File: config.mk
export PLATFORM = sky130hd
export DESIGN_NAME = game_turn_controller_flat
export DESIGN_NICKNAME = d
export VERILOG_FILES = /design/src/rtl/game_pkg.sv /design/src/rtl/game_turn_controller_if.sv /design/src/rtl/turn_timer.sv /design/src/rtl/game_turn_controller.sv /design/src/flat_wrapper.sv
export SDC_FILE = /design/constraint.sdc
export NUM_CORES = 1
export LEC_CHECK = 0
export BUFFER_PORTS_ARGS = -buffer_cell sky130_fd_sc_hd__buf_2
export CORE_AREA = 2 2 80 82
export DETAILED_ROUTE_END_ITERATION = 10
export DIE_AREA = 0 0 82 84
export PLACE_DENSITY = 0.82
export SETUP_SLACK_MARGIN = 0.05
export SYNTH_ARGS = -nofsm -noshare
export SYNTH_HDL_FRONTEND = slang
export SYNTH_HIERARCHICAL = 1
export SYNTH_SLANG_ARGS = --single-unit
File: constraint.sdc
create_clock -name clk -period 8.7 [get_ports clk]
set_input_delay 0 -clock clk [delete_from_list [all_inputs] [get_ports clk]]
set_output_delay 0 -clock clk [all_outputs]
set_load 0.005 [all_outputs]
File: src/rtl/game_pkg.sv
// Shared types and constants for the game turn controller: FSM state encoding,
// status codes and the auto-move LFSR polynomial.
package game_pkg;

  typedef enum logic [2:0] {
    S_IDLE      = 3'd0,
    S_WAIT_MOVE = 3'd1,
    S_INSERT    = 3'd2,
    S_CHECK     = 3'd3,
    S_GAME_OVER = 3'd4,
    S_CLEAR     = 3'd5
  } state_t;

  localparam logic [7:0] STATUS_NONE = 8'h00;
  localparam logic [7:0] STATUS_DRAW = 8'h0F;

  // x^8+x^6+x^5+x^4+1 as a left-shifting Fibonacci LFSR: taps on bits 7,5,4,3
  localparam logic [7:0] LFSR_SEED = 8'hA5;
  localparam logic [7:0] LFSR_TAPS = 8'hB8;

endpackage

File: src/rtl/game_turn_controller_if.sv
// Board / win-checker handshake bundle. master = turn controller, slave = board
// and win checker side.
interface game_turn_controller_if #(
  parameter int PID_W = 2,
  parameter int COL_W = 3
);
  // Handshake: a req is raised by the master and held steady (with its payload)
  // until the slave returns a single-cycle ack/done pulse; the qualifier
  // (insert_ok, win_flag/winner_id) is sampled only in that pulse cycle, and a
  // pulse arriving while req is low is ignored.
  logic             insert_req;
  logic [COL_W-1:0] insert_col;
  logic [PID_W-1:0] insert_player;
  logic             insert_ack;
  logic             insert_ok;
  logic             check_req;
  logic             check_done;
  logic             win_flag;
  logic [PID_W-1:0] winner_id;

  modport master (
    output insert_req, insert_col, insert_player, check_req,
    input  insert_ack, insert_ok, check_done, win_flag, winner_id
  );

  modport slave (
    input  insert_req, insert_col, insert_player, check_req,
    output insert_ack, insert_ok, check_done, win_flag, winner_id
  );
endinterface

File: src/rtl/turn_timer.sv
// Per-turn countdown: prescaler counting clk ticks to one second, plus a
// seconds down-counter that raises a one-cycle timeout when it expires.
module turn_timer #(
  parameter int TURN_SECS     = 10,
  parameter int TICKS_PER_SEC = 50_000_000,
  localparam int PW = (TICKS_PER_SEC > 1) ? $clog2(TICKS_PER_SEC) : 1
) (
  input  logic       clk,
  input  logic       rst,
  input  logic       load,
  input  logic       run,
  output logic [3:0] secs,
  output logic       timeout
);

  logic [PW-1:0] presc_q, presc_d;
  logic [3:0]    secs_q, secs_d;
  logic          wrap;

  assign wrap    = run && (presc_q == PW'(TICKS_PER_SEC - 1));
  // Expiry is the second boundary reached while already showing zero
  assign timeout = wrap && (secs_q == 4'd0);
  assign secs    = secs_q;

  always_comb begin
    presc_d = presc_q;
    secs_d  = secs_q;
    if (load) begin
      presc_d = '0;
      secs_d  = 4'(TURN_SECS);
    end else if (run) begin
      presc_d = wrap ? '0 : presc_q + PW'(1);
      if (wrap && secs_q != 4'd0) secs_d = secs_q - 4'd1;
    end
  end

  always_ff @(posedge clk or negedge rst) begin
    if (!rst) begin
      presc_q <= '0;
      secs_q  <= 4'(TURN_SECS);
    end else begin
      presc_q <= presc_d;
      secs_q  <= secs_d;
    end
  end

endmodule

File: src/rtl/game_turn_controller.sv
// Round-robin board-game sequencer for NUM_PLAYERS players with per-turn timer
// and draw detection. Define GAME_AUTO_MOVE_EN to auto-insert on timeout.
module game_turn_controller
  import game_pkg::*;
#(
  parameter int NUM_PLAYERS   = 2,
  parameter int COLS          = 7,
  parameter int ROWS          = 6,
  parameter int TURN_SECS     = 10,
  parameter int TICKS_PER_SEC = 50_000_000,
  localparam int PID_W = $clog2(NUM_PLAYERS + 1),
  localparam int COL_W = $clog2(COLS),
  localparam int MV_W  = $clog2(ROWS * COLS + 1)
) (
  input  logic             clk,
  input  logic             rst,
  input  logic             start,
  input  logic             fsm_reset,
  input  logic             move_valid,
  input  logic [COL_W-1:0] move_col,
  game_turn_controller_if.master bus,
  output logic [PID_W-1:0] turn,
  output logic             enable_input,
  output logic [7:0]       status,
  output logic             game_over,
  output logic             reset_board,
  output logic [3:0]       seg_value,
  output logic             seg_enable,
  output logic [MV_W-1:0]  move_count,
  output state_t           state_dbg
);

  localparam logic [MV_W-1:0]  BOARD_CELLS = MV_W'(ROWS * COLS);
  localparam logic [PID_W-1:0] LAST_PID    = PID_W'(NUM_PLAYERS);

  state_t           state_q, state_d;
  logic [PID_W-1:0] turn_q, turn_d, next_pid;
  logic [COL_W-1:0] col_q, col_d;
  logic [7:0]       status_q, status_d;
  logic [MV_W-1:0]  mv_q, mv_d;
  logic             tmr_load, tmr_run, tmr_timeout;
  logic [3:0]       tmr_secs;

  turn_timer #(
    .TURN_SECS    (TURN_SECS),
    .TICKS_PER_SEC(TICKS_PER_SEC)
  ) u_timer (
    .clk    (clk),
    .rst    (rst),
    .load   (tmr_load),
    .run    (tmr_run),
    .secs   (tmr_secs),
    .timeout(tmr_timeout)
  );

  assign tmr_run  = (state_q == S_WAIT_MOVE);
  assign next_pid = (turn_q == LAST_PID) ? PID_W'(1) : turn_q + PID_W'(1);

`ifdef GAME_AUTO_MOVE_EN
  localparam int TRY_W = $clog2(COLS + 1);

  logic [7:0]       lfsr_q;
  logic [COL_W-1:0] lfsr_col;
  logic             auto_q, auto_d;
  logic [TRY_W-1:0] tries_q, tries_d;

  assign lfsr_col = COL_W'(lfsr_q % 8'(COLS));

  always_ff @(posedge clk or negedge rst) begin
    if (!rst) begin
      lfsr_q  <= LFSR_SEED;
      auto_q  <= 1'b0;
      tries_q <= '0;
    end else begin
      lfsr_q  <= {lfsr_q[6:0], ^(lfsr_q & LFSR_TAPS)};
      auto_q  <= auto_d;
      tries_q <= tries_d;
    end
  end
`endif

  always_comb begin
    state_d  = state_q;
    turn_d   = turn_q;
    col_d    = col_q;
    status_d = status_q;
    mv_d     = mv_q;
    tmr_load = 1'b0;
`ifdef GAME_AUTO_MOVE_EN
    auto_d   = auto_q;
    tries_d  = tries_q;
`endif
    // Abort wins over everything; CLEAR itself always falls through to IDLE
    if (fsm_reset && state_q != S_IDLE && state_q != S_CLEAR) begin
      state_d  = S_CLEAR;
      turn_d   = '0;
      mv_d     = '0;
      status_d = STATUS_NONE;
      tmr_load = 1'b1;
    end else begin
      case (state_q)
        S_IDLE: begin
          if (start && !fsm_reset) begin
            state_d  = S_WAIT_MOVE;
            turn_d   = PID_W'(1);
            tmr_load = 1'b1;
          end
        end
        S_WAIT_MOVE: begin
          if (move_valid) begin
            col_d   = move_col;
            state_d = S_INSERT;
`ifdef GAME_AUTO_MOVE_EN
            auto_d  = 1'b0;
`endif
          end else if (tmr_timeout) begin
`ifdef GAME_AUTO_MOVE_EN
            col_d   = lfsr_col;
            auto_d  = 1'b1;
            tries_d = '0;
            state_d = S_INSERT;
`else
            turn_d   = next_pid;
            tmr_load = 1'b1;
`endif
          end
        end
        S_INSERT: begin
          if (bus.insert_ack) begin
            if (bus.insert_ok) begin
              mv_d    = mv_q + MV_W'(1);
              state_d = S_CHECK;
            end else begin
`ifdef GAME_AUTO_MOVE_EN
              // Automatic moves walk the columns; a full sweep means no space left
              if (auto_q) begin
                if (tries_q == TRY_W'(COLS - 1)) begin
                  status_d = STATUS_DRAW;
                  state_d  = S_GAME_OVER;
                end else begin
                  tries_d = tries_q + TRY_W'(1);
                  col_d   = (col_q == COL_W'(COLS - 1)) ? '0 : col_q + COL_W'(1);
                end
              end else begin
                state_d = S_WAIT_MOVE;
              end
`else
              state_d = S_WAIT_MOVE;
`endif
            end
          end
        end
        S_CHECK: begin
          if (bus.check_done) begin
            if (bus.win_flag) begin
              status_d = 8'(bus.winner_id);
              state_d  = S_GAME_OVER;
            end else if (mv_q == BOARD_CELLS) begin
              status_d = STATUS_DRAW;
              state_d  = S_GAME_OVER;
            end else begin
              turn_d   = next_pid;
              tmr_load = 1'b1;
              state_d  = S_WAIT_MOVE;
            end
          end
        end
        S_GAME_OVER: state_d = S_GAME_OVER;
        S_CLEAR: begin
          state_d  = S_IDLE;
          tmr_load = 1'b1;
        end
        default: state_d = S_IDLE;
      endcase
    end
  end

  always_ff @(posedge clk or negedge rst) begin
    if (!rst) begin
      state_q  <= S_IDLE;
      turn_q   <= '0;
      col_q    <= '0;
      status_q <= STATUS_NONE;
      mv_q     <= '0;
    end else begin
      state_q  <= state_d;
      turn_q   <= turn_d;
      col_q    <= col_d;
      status_q <= status_d;
      mv_q     <= mv_d;
    end
  end

  assign bus.insert_req    = (state_q == S_INSERT);
  assign bus.insert_col    = col_q;
  assign bus.insert_player = turn_q;
  assign bus.check_req     = (state_q == S_CHECK);

  assign turn         = turn_q;
  assign enable_input = (state_q == S_WAIT_MOVE);
  assign seg_enable   = (state_q == S_WAIT_MOVE);
  assign seg_value    = (state_q == S_WAIT_MOVE) ? tmr_secs : 4'd0;
  assign status       = status_q;
  assign game_over    = (state_q == S_GAME_OVER);
  assign reset_board  = (state_q == S_CLEAR);
  assign move_count   = mv_q;
  assign state_dbg    = state_q;

endmodule

File: src/flat_wrapper.sv
// flat-port wrapper written by rule: the top's interface ports become plain ports
module game_turn_controller_flat import game_pkg::*;
#(
  parameter int NUM_PLAYERS   = 2,
  parameter int COLS          = 7,
  parameter int ROWS          = 6,
  parameter int TURN_SECS     = 10,
  parameter int TICKS_PER_SEC = 50_000_000,
  localparam int PID_W = $clog2(NUM_PLAYERS + 1),
  localparam int COL_W = $clog2(COLS),
  localparam int MV_W  = $clog2(ROWS * COLS + 1)
)
  (clk, rst, start, fsm_reset, move_valid, move_col, turn, enable_input, status, game_over, reset_board, seg_value, seg_enable, move_count, state_dbg, bus_insert_req, bus_insert_col, bus_insert_player, bus_check_req, bus_insert_ack, bus_insert_ok, bus_check_done, bus_win_flag, bus_winner_id);
  game_turn_controller_if #(.PID_W(2), .COL_W(3)) bus_i ();
  input  logic clk;
  input  logic rst;
  input  logic start;
  input  logic fsm_reset;
  input  logic move_valid;
  input  logic [COL_W-1:0] move_col;
  output logic [PID_W-1:0] turn;
  output logic enable_input;
  output logic [7:0] status;
  output logic game_over;
  output logic reset_board;
  output logic [3:0] seg_value;
  output logic seg_enable;
  output logic [MV_W-1:0] move_count;
  output state_t state_dbg;
  output wire logic [$bits(bus_i.insert_req)-1:0] bus_insert_req;
  output wire logic [$bits(bus_i.insert_col)-1:0] bus_insert_col;
  output wire logic [$bits(bus_i.insert_player)-1:0] bus_insert_player;
  output wire logic [$bits(bus_i.check_req)-1:0] bus_check_req;
  input wire logic [$bits(bus_i.insert_ack)-1:0] bus_insert_ack;
  input wire logic [$bits(bus_i.insert_ok)-1:0] bus_insert_ok;
  input wire logic [$bits(bus_i.check_done)-1:0] bus_check_done;
  input wire logic [$bits(bus_i.win_flag)-1:0] bus_win_flag;
  input wire logic [$bits(bus_i.winner_id)-1:0] bus_winner_id;
  assign bus_insert_req = bus_i.insert_req;
  assign bus_insert_col = bus_i.insert_col;
  assign bus_insert_player = bus_i.insert_player;
  assign bus_check_req = bus_i.check_req;
  assign bus_i.insert_ack = bus_insert_ack;
  assign bus_i.insert_ok = bus_insert_ok;
  assign bus_i.check_done = bus_check_done;
  assign bus_i.win_flag = bus_win_flag;
  assign bus_i.winner_id = bus_winner_id;
  game_turn_controller #(.NUM_PLAYERS(NUM_PLAYERS), .COLS(COLS), .ROWS(ROWS), .TURN_SECS(TURN_SECS), .TICKS_PER_SEC(TICKS_PER_SEC)) u_core (.clk(clk), .rst(rst), .start(start), .fsm_reset(fsm_reset), .move_valid(move_valid), .move_col(move_col), .bus(bus_i), .turn(turn), .enable_input(enable_input), .status(status), .game_over(game_over), .reset_board(reset_board), .seg_value(seg_value), .seg_enable(seg_enable), .move_count(move_count), .state_dbg(state_dbg));
endmodule
# --- Yosys cells after proc, flatten, opt, wreduce, memory -nomap -nowiden ---
# Index checks and enable logic that the tools add are counted.
word_totals:
  ff_bits: 52
  input_bits: 14
  wordCells: 97
  output_inout_bits: 34
op_classes:
  n_eq_ne: 17
  mux: 42
  n_addsub: 4
  bitwise_logic: 1
  reduce_logical: 26
ops:
  columns: ["cell", "count"]
  rows:
  - ["26-bit 2-to-1 mux", 3]
  - ["8-bit 2-to-1 mux", 5]
  - ["26-bit by 1-bit adder with 26-bit output, second input constant", 1]
  - ["26-bit equality test, second input constant", 1]
  - ["6-bit 2-to-1 mux", 4]
  - ["3-bit 2-to-1 mux", 7]
  - ["2-bit 2-to-1 mux", 9]
  - ["4-bit 2-to-1 mux", 4]
  - ["3-bit case mux with 5 select lines", 1]
  - ["2-bit nonzero test", 7]
  - ["3-bit by 1-bit != test with 1-bit output, second input constant", 4]
  - ["3-bit by 2-bit != test with 1-bit output, second input constant", 4]
  - ["3-bit AND reduction", 3]
  - ["4-bit nonzero test", 2]
  - ["1-bit 2-to-1 mux", 7]
  - ["7-bit AND reduction", 1]
  - ["6-bit by 1-bit adder with 6-bit output, second input constant", 1]
  - ["3-bit by 2-bit equality test with 1-bit output, second input constant", 2]
  - ["3-bit equality test, second input constant", 2]
  - ["6-bit equality test, second input constant", 1]
  - ["1-bit logical AND", 6]
  - ["2-bit case mux with 3 select lines", 1]
  - ["3-bit nonzero test", 2]
  - ["4-bit zero test", 1]
  - ["other kinds (11)", 11]

# --- Depth between registers and ports, before layout ---
depth:
  depth_word: 9
  ltp_mapped: 16
  ltp_nobuf: 12

# --- Cells and area by module ---
# Netlist, hierarchy kept.
by_module_without_submodules:
  columns: ["module", "seq_area_each_um2", "area_per_inst_um2", "cells_each", "instances"]
  rows:
  - ["turn_timer", 753.2, 1821.7, 190, 1]
  - ["game_turn_controller", 425.4, 1082.3, 118, 1]

# --- Worst setup path before layout ---
# Ideal clock, no wire load.
synth_timing:
  path_type: "reg-to-reg"
  from: "register u_core.state_q[0] (netlist: u_core/state_dbg[0])"
  to: "register u_core.u_timer.presc_q[19]"
  path_buffers: 4
  t_arrival_ps: 2955
  setup_ps: 78
  synth_period_minus_slack_ps: 3033
  path_slack_ps: 5667
  path_stages_with_launch: 17
  t_required_ps: 8622
  path_cell_list: "dfrtp_1 -> buf_6 -> nor2b_4 -> and2b_1 -> buf_4 -> nand4_4 -> nor3b_1 -> nand2b_1 -> a21oi_1 -> o21ai_0 -> o21ai_0 -> buf_4 -> o211ai_1 -> or2_1 -> buf_2 -> or4_1 -> a21oi_1"
synth_via:
  elab_chain_cells: 8
  word_cells_on_any_way: 18
  cone_classes: "eq/ne: 4; mux: 7; reduce/logical: 7"
synth_rtl:
  columns: ["element", "line_no", "text"]
  rows:
  - ["start: declaration", "game_turn_controller.sv:36", "state_t state_q, state_d;"]
  - ["start signal: assignment", "game_turn_controller.sv:186", "state_q <= state_d;"]
  - ["3-bit by 1-bit equality test with 1-bit output (*)", null, null]
  - ["via enable_input", "flat_wrapper.sv:22", "output logic enable_input;"]
  - ["1-bit logical AND (*)", "turn_timer.sv:20", "assign wrap = run && (presc_q == PW'(TICKS_PER_SEC - 1));"]
  - ["1-bit logical AND (*)", "turn_timer.sv:22", "assign timeout = wrap && (secs_q == 4'd0);"]
  - ["via u_core.tmr_timeout", "game_turn_controller.sv:41", "logic tmr_load, tmr_run, tmr_timeout;"]
  - ["1-bit 2-to-1 mux (*)", "game_turn_controller.sv:116", "end else if (tmr_timeout) begin"]
  - ["1-bit 2-to-1 mux (*)", "game_turn_controller.sv:110", "if (move_valid) begin"]
  - ["1-bit case mux with 4 select lines (*)", "game_turn_controller.sv:101", "case (state_q)"]
  - ["1-bit 2-to-1 mux (*)", "game_turn_controller.sv:94", "if (fsm_reset && state_q != S_IDLE && state_q != S_CLEAR) begin"]
  - ["via u_core.tmr_load", "game_turn_controller.sv:41", null]
  - ["26-bit 2-to-1 mux / 2-bit nonzero test (equally long branches)", null, null]
  - ["end signal: assignment", "turn_timer.sv:42", "presc_q <= presc_d;"]
  - ["end: declaration", "turn_timer.sv:16", "logic [PW-1:0] presc_q, presc_d;"]
# Mark *: on every way through the listed nets, which the timed path passes. The rest lies on a longest branch. The select of a mux whose other input is x is not followed.
# A chain may end at the register's enable or synchronous reset.

# --- Worst setup path after layout ---
layout_timing:
  from: "register u_core.state_q[0] (netlist: u_core/state_dbg[0])"
  to: "register u_core.u_timer.presc_q[25]"
layout_via:
  elab_chain_cells: 8
  word_cells_on_any_way: 18
  cone_classes: "eq/ne: 4; mux: 7; reduce/logical: 7"
layout_rtl:
  columns: ["element", "line_no", "text"]
  rows:
  - ["3-bit by 1-bit equality test with 1-bit output (*)", "game_turn_controller.sv:56", "assign tmr_run = (state_q == S_WAIT_MOVE);"]
  - ["1-bit logical AND (*)", "turn_timer.sv:20", null]
  - ["1-bit logical AND (*)", "turn_timer.sv:22", null]
  - ["via u_core.tmr_timeout", "game_turn_controller.sv:41", null]
  - ["1-bit 2-to-1 mux (*)", "game_turn_controller.sv:116", null]
  - ["1-bit 2-to-1 mux (*)", "game_turn_controller.sv:110", null]
  - ["1-bit case mux with 4 select lines (*)", "game_turn_controller.sv:101", null]
  - ["1-bit 2-to-1 mux (*)", "game_turn_controller.sv:94", null]
  - ["via u_core.tmr_load", "game_turn_controller.sv:41", null]
  - ["26-bit 2-to-1 mux / 2-bit nonzero test (equally long branches)", null, null]
# Marked as above.

==> summary.txt <==
Setup path
  • Worst reg2reg setup slack: 4.74 ns
  • Worst-path fanout max: 26
  • Critical path required time: roughly 8.9 ns
  • Worst flop-to-flop path endpoint: u_core/u_timer/presc_q[25]$_DFFE_PN0P_
  • Worst R2R Start: u_core/state_dbg[0]$_DFFE_PN0P_
  • R2R depth: 13
  • Worst Setup EP: u_core/u_timer/presc_q[25]$_DFFE_PN0P_
  • Worst Path Arrival: 4.19 ns
  • Startpoint Class: register
  • WS Path Type: register to register
  • Worst Setup SP: u_core/state_dbg[0]$_DFFE_PN0P_
  • Critical Path Sink Type: register

Cells and area
  • Nets: 366
  • Layout area overhead: 12.8%
  • Fin util: 53.7%
  • Commonest non-fill, non-tap cell in the layout: dfrtp_1
  • ANT cells: 0
  • Share of layout cells above drive strength 1: 20.4%
  • Commonest non-fill, non-tap cells in the layout: dfrtp_1 (45), buf_2 (43), nor2_1 (30)
  • Post-layout instance area: 0.00328 mm²

Synthesis
  • EDFF count, synth: 0
  • Post-synth top flop: dfrtp_1
  • Synth top area cells: dfrtp_1 (39%), nor2_1 (3.9%), a21oi_1 (3.4%)
  • Sequential cell area fraction in the yosys report: between 40% and 50%
  • Ys async rst share: 100%
  • Mapped Cells: around 310
  • Top cell type by total area after synthesis: dfrtp_1
  • FF+latch count, synth: 47
  • Synth Cell Area: a little under 0.003 mm²
  • Top-area cell type share of the netlist area: 38.8%
  • Synth Warn #: 6
  • Post-Syn Area per Cell: 9.43 µm²
  • Synth cell types: 63

Timing
  • Worst slew pin tran: 1.06 ns
  • Final Cycle Share: 45.6%
  • Count of pins over their slew limit: 0
  • Final TNS setup: 0 ns
  • Clock Skew: slightly below 0.009 ns
  • Max-slew headroom: ~29%
  • RSZ-0062 raised after global routing: no
  • # setup viols final: 0
  • Final number of hold-violating endpoints: 0
  • Final min period: 3.96 ns
  • Upper clock frequency limit: roughly 250 MHz

Route
  • Post-Route WL: 6700 µm
  • Iter 0 DRT Violations: 185
  • Drt via density: 5.96
  • Routed Antenna Nets: 0
  • DR pass1 iterations: 4
  • Wirelength per Cell: ~16 µm
  • DR vias: 2534
  • # DRC: 0

Global routing
  • Largest net degree at the start of global routing: 48
  • Initial antenna violation count: 0
  • Busiest layer in global routing: met2
  • GR Layer Usage met1: 25.7%
  • First-pass GRT wire length: 11000 µm
  • Vias in the first global route: 2382
  • Met2 usage: roughly 34%
  • Met3 GRT Util: 4.22%
  • GR Util All Layers: around 20%
  • GRT overflow: 0

Pwr
  • Leakage: approximately 1.4 nW
  • Power density over the cells: 219 mW/mm²
  • Max IR drop VDD: about 0.00015 V

Clock network
  • Post-CTS Resized: 0
  • Clk_lat worst skew: roughly 0.30 ns
  • CTS max path bufs: 2
  • H-tree depth: 2
  • Clock Sinks: 47
  • Worst-path clk slew: 0.08 ns
  • CTS tree: built
  • CTS Root Cell: clkbuf_8
  • CTS Buf Count: 5

Placed design
  • Detailed Place HPWL: 4640 µm
  • Gpl congestion: 0.851
  • Placed standard-cell area: 0.00310 mm²
  • Port buffer count: 43

Die
  • Die X: ~82 µm
  • Full die area: between 0.006 and 0.007 mm²
  • Initial core utilization: 47.6%
  • Die Y: 84 µm
  • Core Region: just over 0.006 mm²
  • # IOs: between 40 and 50
  • # rows: 29

Run
  • Max-cap violation count: 0

Worst hold path
  • Hold crit path type: primary input to register

Run status
  • Status: finished, final reports clean
## flip-flops by register name, summed over array words and instances, names as in the netlist
signal	flops
u_core/bus.insert_col	3
u_core/move_count	6
u_core/state_dbg	3
u_core/u_timer/presc_q	26
u_core/u_timer/secs	4
u_core/bus.insert_player	2
u_core/status	3
## layer usage
layer,vias to the layer above,routed length [µm]
li1,1189,-
met1,1230,2860
met2,105,3290
met3,10,445
met4,0,103
met5,-,0
## synth_stat cells, types with 3 or more instances
cell type	count
nor3b_1	5
mux2_1	4
or4_1	6
buf_4	11
ha_1	5
o21ai_0	8
o31ai_1	5
nand3_1	6
nor3_1	12
dfrtp_1	45
nand2b_1	5
nand4_1	13
mux2_2	4
xnor2_1	7
nor4bb_1	3
nand4_2	3
xor2_1	9
inv_1	12
nor2_1	30
and2_1	6
nand2_1	16
and4_1	5
a21oi_1	20
or3_1	3
mux2i_1	3
nor2b_1	6
buf_2	7
and3_1	5
## power breakdown
group | leakage (nW) | internal [W] | total (W) | switching [W]
Combinational | 0.730 | 0.000113 | 0.000276 | 0.000163
Sequential | 0.635 | 0.000243 | 0.000275 | 0.0000328
Clock | 0.0612 | 0.0000930 | 0.000166 | 0.0000733
## what timing repair did
action,in CTS,in global routing
endpoints found under the hold margin,50,0
hold buffers,6,0
buffers inserted,0,0
## layout make-up
type	instances	area [µm²]
Timing Repair Buffer	50	283
Clock buffer	6	82.6
Inverter	12	45.0
Tap cell	77	96.3
Clock inverter	2	35.0
Sequential cell	47	1180
Multi-Input combinational cell	231	1560
Fill cell	558	2820
## worst min path at each step
| stage | start | to | cells past startpoint |
|---|---|---|---|
| floorplan | rst | u_core/bus.insert_col[0]$_DFFE_PN0P_ | 0 |
| detailed placement | move_col[2] | u_core/bus.insert_col[2]$_DFFE_PN0P_ | 2 |
| global route | bus_insert_ok | u_core/state_dbg[1]$_DFFE_PN0P_ | 4 |
| global placement | move_col[0] | u_core/bus.insert_col[0]$_DFFE_PN0P_ | 2 |
| finish | bus_insert_ok | u_core/state_dbg[1]$_DFFE_PN0P_ | 4 |
| CTS | bus_insert_ok | u_core/state_dbg[1]$_DFFE_PN0P_ | 4 |
## worst max-delay path, cell delays in order (launching register included)
cell and delay (ns):
dfrtp_1 0.53, nor2b_4 0.28, and2b_1 0.71, nand4_4 0.22
nor3b_1 0.28, nand2b_1 0.11, a21oi_1 0.13, o21ai_0 0.09
o21ai_1 0.11, buf_4 0.25, o211ai_1 0.16, or2_1 0.36
or4_1 0.49, a21oi_1 0.15
## through the flow
step | power (W) | cells | worst slack (ns) | hold WS (ns)
finish | 0.000718 | 425 | 4.74 | 0.0640
CTS | 0.000719 | 425 | 4.82 | 0.0535
global route | 0.000770 | 425 | 4.41 | 0.0550
global placement | 0.000542 | 411 | 5.06 | 0.231
detailed placement | 0.000549 | 411 | 4.84 | 0.243
floorplan | 0.000478 | 311 | 5.67 | -0.296
## cells by family after synthesis
kind of cell               Yosys count  share of synthesized area [%]
other                                1                          0.129
xor gates and xnor gates            16                           4.83
AOI/OAI and AO/OA                   53                           11.8
muxes                               11                           4.14
buffers and inverters               33                           6.25
DFF                                 47                           40.6
and+or+nand+nor                    142                           30.1
adders and majority gates            5                           2.15
(Power assumes the default switching activity.)
